**src/rtl/serial_adder.sv**
```systemverilog
// Digit-serial adder: adds DIGIT bits per clock, LSB slice first, with
// valid/ready handshakes on the operand and result sides.
module serial_adder #(
  parameter int WIDTH = 8,
  parameter int DIGIT = 1
) (
  input  logic             clk,
  input  logic             rst_n,
  input  logic             in_valid,
  output logic             in_ready,
  input  logic [WIDTH-1:0] a,
  input  logic [WIDTH-1:0] b,
  input  logic             cin,
  output logic             out_valid,
  input  logic             out_ready,
  output logic [WIDTH-1:0] sum,
  output logic             cout
);

  localparam int N     = WIDTH / DIGIT;
  localparam int CNT_W = $clog2(N + 1);
  localparam logic [CNT_W-1:0] LAST = CNT_W'(N - 1);

  generate
    if ((WIDTH < 2) || (DIGIT < 1) || ((WIDTH % DIGIT) != 0)) begin : g_bad_params
      $error("serial_adder: WIDTH must be >= 2 and an integer multiple of DIGIT");
    end
  endgenerate

  typedef enum logic [1:0] {
    S_IDLE = 2'd0,
    S_CALC = 2'd1,
    S_DONE = 2'd2
  } state_t;

  state_t             r_state;
  state_t             w_next;
  logic               r_in_ready;
  logic               r_out_valid;
  logic [WIDTH-1:0]   r_a;
  logic [WIDTH-1:0]   r_b;
  logic               r_carry;
  logic [CNT_W-1:0]   r_cnt;
  logic [WIDTH-1:0]   r_sum;
  logic               r_cout;
  logic [DIGIT-1:0]   w_slc_sum;
  logic               w_slc_cout;
  logic               w_accept;

  function automatic logic [1:0] full_add(input logic x, input logic y, input logic ci);
    return {(x & y) | (ci & (x ^ y)), x ^ y ^ ci};
  endfunction

  assign w_accept = r_in_ready & in_valid;

  // Operand registers shift right each CALC cycle, so the active slice is always the low DIGIT bits.
  always_comb begin : ripple
    logic [1:0] v_fa;
    logic       v_c;
    v_c       = r_carry;
    v_fa      = 2'b00;
    w_slc_sum = '0;
    for (int i = 0; i < DIGIT; i++) begin
      v_fa         = full_add(r_a[i], r_b[i], v_c);
      w_slc_sum[i] = v_fa[0];
      v_c          = v_fa[1];
    end
    w_slc_cout = v_c;
  end

  // Next-state decode.
  always_comb begin
    w_next = r_state;
    case (r_state)
      S_IDLE: begin
        if (in_valid) w_next = S_CALC;
        else          w_next = S_IDLE;
      end
      S_CALC: begin
        if (r_cnt == LAST) w_next = S_DONE;
        else               w_next = S_CALC;
      end
      S_DONE: begin
        if (out_ready) w_next = S_IDLE;
        else           w_next = S_DONE;
      end
      default: w_next = S_IDLE;
    endcase
  end

  // State register; handshake flags are registered from the next state.
  always_ff @(posedge clk or negedge rst_n) begin
    if (!rst_n) begin
      r_state     <= S_IDLE;
      r_in_ready  <= 1'b1;
      r_out_valid <= 1'b0;
    end else begin
      r_state     <= w_next;
      r_in_ready  <= (w_next == S_IDLE);
      r_out_valid <= (w_next == S_DONE);
    end
  end

  // Operand capture and per-slice accumulation; results hold outside CALC.
  always_ff @(posedge clk or negedge rst_n) begin
    if (!rst_n) begin
      r_a     <= '0;
      r_b     <= '0;
      r_carry <= 1'b0;
      r_cnt   <= '0;
      r_sum   <= '0;
      r_cout  <= 1'b0;
    end else if (w_accept) begin
      r_a     <= a;
      r_b     <= b;
      r_carry <= cin;
      r_cnt   <= '0;
    end else if (r_state == S_CALC) begin
      r_a     <= r_a >> DIGIT;
      r_b     <= r_b >> DIGIT;
      r_carry <= w_slc_cout;
      r_cnt   <= r_cnt + CNT_W'(1);
      for (int k = 0; k < N; k++) begin
        if (r_cnt == CNT_W'(k)) begin
          r_sum[k*DIGIT +: DIGIT] <= w_slc_sum;
        end
      end
      if (r_cnt == LAST) begin
        r_cout <= w_slc_cout;
      end
    end
  end

  assign in_ready  = r_in_ready;
  assign out_valid = r_out_valid;
  assign sum       = r_sum;
  assign cout      = r_cout;

endmodule

```
**config.mk**
```make
export PLATFORM = sky130hd
export DESIGN_NAME = serial_adder
export DESIGN_NICKNAME = d
export VERILOG_FILES = /design/src/rtl/serial_adder.sv
export SDC_FILE = /design/constraint.sdc
export NUM_CORES = 1
export LEC_CHECK = 0
export CAP_MARGIN = 15
export CORE_MARGIN = 10
export CORE_UTILIZATION = 48
export CTS_BUF_LIST = sky130_fd_sc_hd__clkbuf_8
export CTS_CLUSTER_DIAMETER = 100
export CTS_CLUSTER_SIZE = 14
export DETAILED_ROUTE_END_ITERATION = 8
export PLACE_DENSITY = 0.76
export SYNTH_ARGS = -nofsm -noshare
export SYNTH_HDL_FRONTEND = slang
export SYNTH_SLANG_ARGS = --single-unit
```
**constraint.sdc**
```tcl
create_clock -name clk -period 1.24 [get_ports clk]
set_input_delay 0.31 -clock clk [delete_from_list [all_inputs] [get_ports clk]]
set_output_delay 0.31 -clock clk [all_outputs]
set_load 0.01 [all_outputs]
```
==> results by group <==
Yosys
  – Post-synthesis cell area: between 1500 and 2000 sq um
  – Syn. warnings: 0
  – Cell variety after synth: 32
  – Mapped Cells: approximately 160
  – Synth async-reset ratio: 100.0%
  – Syn avg cell area: around 10 sq um
  – Post-synth top area share: just over 50%
  – Seq/Total Area, Yosys: around 53%
  – Post-synth EDFFs: 0
  – Top_reg_cell synth: dfrtp_1
  – Flops & latches, synth: 34
  – Post-Syn Nets: around 180
  – Main area contributors after synthesis: dfrtp_1, nand2_1, a31oi_1, mux2_2, nor2_1
  – Leading area contributor after synthesis: dfrtp_1

Die
  – Die area: about 6000 sq um
  – Num rows: 20
  – Height of the chip: around 80 um
  – Initial core utilization: about 50%
  – Total core area: roughly 3100 sq um
  – I/O pin cnt: 32
  – Die Wd: slightly below 80 um

STA
  – Fin. max-slew vios: 0
  – Minimum clock period: ~1.4 ns
  – Final Hold Viols: 0
  – Slew @ Worst Pin: 0.2152 ns
  – Tcrit/Tclk final: 111.2%
  – Hold Slack: 0.3898 ns
  – RSZ-0062 raised after global routing: yes
  – Max_slew headroom: between 80 and 90%
  – PnR worst setup slack: -0.1383 ns
  – Clock Skews: between 0.008 and 0.009 ns
  – Fin Setup TNS: -1.150 ns
  – Max Freq: ~730 MHz
  – Final setup fails: 10

Status
  – Failing checks: negative setup slack
  – Outcome: finished, violations left

Route
  – Drt wl/cell: 15.28 um
  – First-pass DRT Iterations: 4
  – Via/cell ratio: roughly 5.3
  – Post-route DRC: 0
  – Via count: roughly 1.3k
  – Remaining antenna violation count: 0
  – Drt initial violations: 72
  – Routed WL: 3.865 mm

Finish
  – Post-route cell area: between 2000 and 2500 sq um
  – Fin util: 72.00%
  – N_diodes: 0
  – Footprint of the multi-input gates: about 750 sq um
  – Layout area overhead: 40.19%
  – Fillers: approximately 230
  – Reg area: between 800 and 900 sq um
  – Final nets: between 200 and 250
  – Layout cells sized above 1: 31.10%

Power and ir drop
  – PD cells: 2472 nW/um^2
  – Maximum vdd drop: between 1 and 1.5 mV
  – Pleak: between 1 and 1.5 nW

Hold path
  – Worst min-delay path class: in2async

Setup path
  – Worst Path Arrival: roughly 1.6 ns
  – Critical Path RT: between 1 and 1.5 ns
  – Critical Path Fanout Max: 8
  – Startpoint type of the worst setup path: register
  – Crit path kind: reg2reg
  – CP Capture Type: register

CTS
  – Clock-pin slew on the worst setup and hold paths: about 0.070 ns
  – CTS Hold Buffers Added: 0
  – Sinks on Clock Net: 34
  – Clock root buffer: clkbuf_8
  – CTS tree: done
  – CTS Buffer Depth: 2
  – H-Tree Depth: 2
  – TritonCTS Buffers: 5
  – Latest clock arrival within the worst-skew pair: about 0.28 ns

GRT
  – Vias in the first global route: around 1.4k
  – First-pass GRT wire length: approximately 6.7 mm
  – Largest net degree at the start of global routing: 35
  – Total Routing Usage GR: about an eighth
  – Initial antenna violation count: 0
  – Overflow after GRT: 0

Place
  – Cell Area, Placed: a little over 2000 sq um
  – PortBufs: 31
  – DP HPWL: 2.582 mm
  – Placer's final routability congestion estimate: 0.8201
  – Post-place setup slack: -0.4773 ns

Run
  – Max Cap Viol: 0
[through the flow]
step	std cells	total power, mW
global placement	242	4.270
finish	253	5.568
global route	253	5.976
detailed placement	242	4.383
floorplan	158	3.453
CTS	252	5.440
[sequential cells by signal (all words and copies together) (netlist names)]
register / cells
cout: 1
out_valid: 1
r_a: 8
sum: 8
r_state: 2
r_b: 8
r_carry: 1
r_cnt: 4
in_ready: 1
[area by class of cell]
cell class | instances | share of cell area (%)
well taps | 44 | 2.444
flip-flops and latches | 34 | 38.00
repair buffers | 52 | 20.89
multi-input cells | 113 | 33.50
clock buffers | 5 | 3.056
clock inverters | 3 | 1.778
inverters | 2 | 0.3333
[path summary, 6_finish.rpt]
| check | from | to | slack, ns | cells past startpoint |
|---|---|---|---|---|
| hold reg to reg | sum[6] | sum[6] | 0.51 | 1 |
| max in group asynchronous | rst_n | in_ready | 0.61 | 2 |
| setup / recovery | r_b[0] | sum[4] | -0.14 | 2 |
| min in group clk | sum[6] | sum[6] | 0.51 | 1 |
| hold / removal | rst_n | r_b[0] | 0.39 | 2 |
| setup reg to reg | r_b[0] | sum[4] | -0.14 | 2 |
[where the power goes]
part	switching [mW]	internal, mW
clock network	0.398	0.591
logic	1.30	1.36
registers	0.323	1.60
total	2.02	3.55
[cell usage after synthesis, types with 2 or more instances]
| cell | instances |
|---|---|
| a22o_1 | 2 |
| nor2_1 | 20 |
| buf_2 | 3 |
| buf_1 | 2 |
| nand2_1 | 36 |
| a21oi_1 | 3 |
| mux2_2 | 8 |
| inv_1 | 2 |
| nand4_1 | 6 |
| ha_1 | 4 |
| o21ai_0 | 3 |
| clkbuf_1 | 2 |
| a31oi_1 | 15 |
| dfrtp_1 | 33 |
| nand3_1 | 2 |
[kinds of logic (layout without fill, tap and decap cells)]
family                     after synthesis  count (layout)  synth area share [%]
buffers and inverters                   12              62                 5.140
adders and majority gates                5               5                 4.362
muxes                                    9               9                 6.542
DFF                                     34              34                 53.04
xor gates and xnor gates                 1               1                0.5453
and+or+nand+nor                         72              73                 20.56
AOI/OAI and AO/OA                       25              25                 9.813
[what timing repair did]
action,in CTS,in global routing
resized for setup,31,24
setup buffers,1,1
cloned,1,0
pin swaps,2,5
setup endpoints to repair,36,37
[layout by cell type (no fill, tap or decap), types with 3 or more instances in the layout]
| cell type | instances |
|---|---|
| buf_6 | 3 |
| mux2_4 | 3 |
| clkbuf_2 | 7 |
| dfrtp_2 | 3 |
| a31oi_1 | 15 |
| clkdlybuf4s15_1 | 3 |
| nand2_1 | 35 |
| dfrtp_1 | 30 |
| buf_4 | 15 |
| nand4_1 | 6 |
| clkdlybuf4s50_1 | 19 |
| mux2_2 | 6 |
| nor2_1 | 20 |
| clkbuf_8 | 5 |
[worst max-delay path: stages, from the launching register on]
cell	delay [ns]
dfrtp_1	0.41
fa_2	0.55
mux2_2	0.30
[metal layers]
metal / share of wire (%) / wire [um] / up-vias / global-route usage [%]
met2: 54 / 2106 / 20 / 22.89
met4: 1.1 / 43 / 0 / 4.197
met5: 0 / 0 / - / 0
met3: 2.9 / 113 / 6 / 3.917
met1: 41 / 1602 / 662 / 14.98
li1: - / - / 641 / -
No activity file was read; power rests on OpenSTA's default activity.
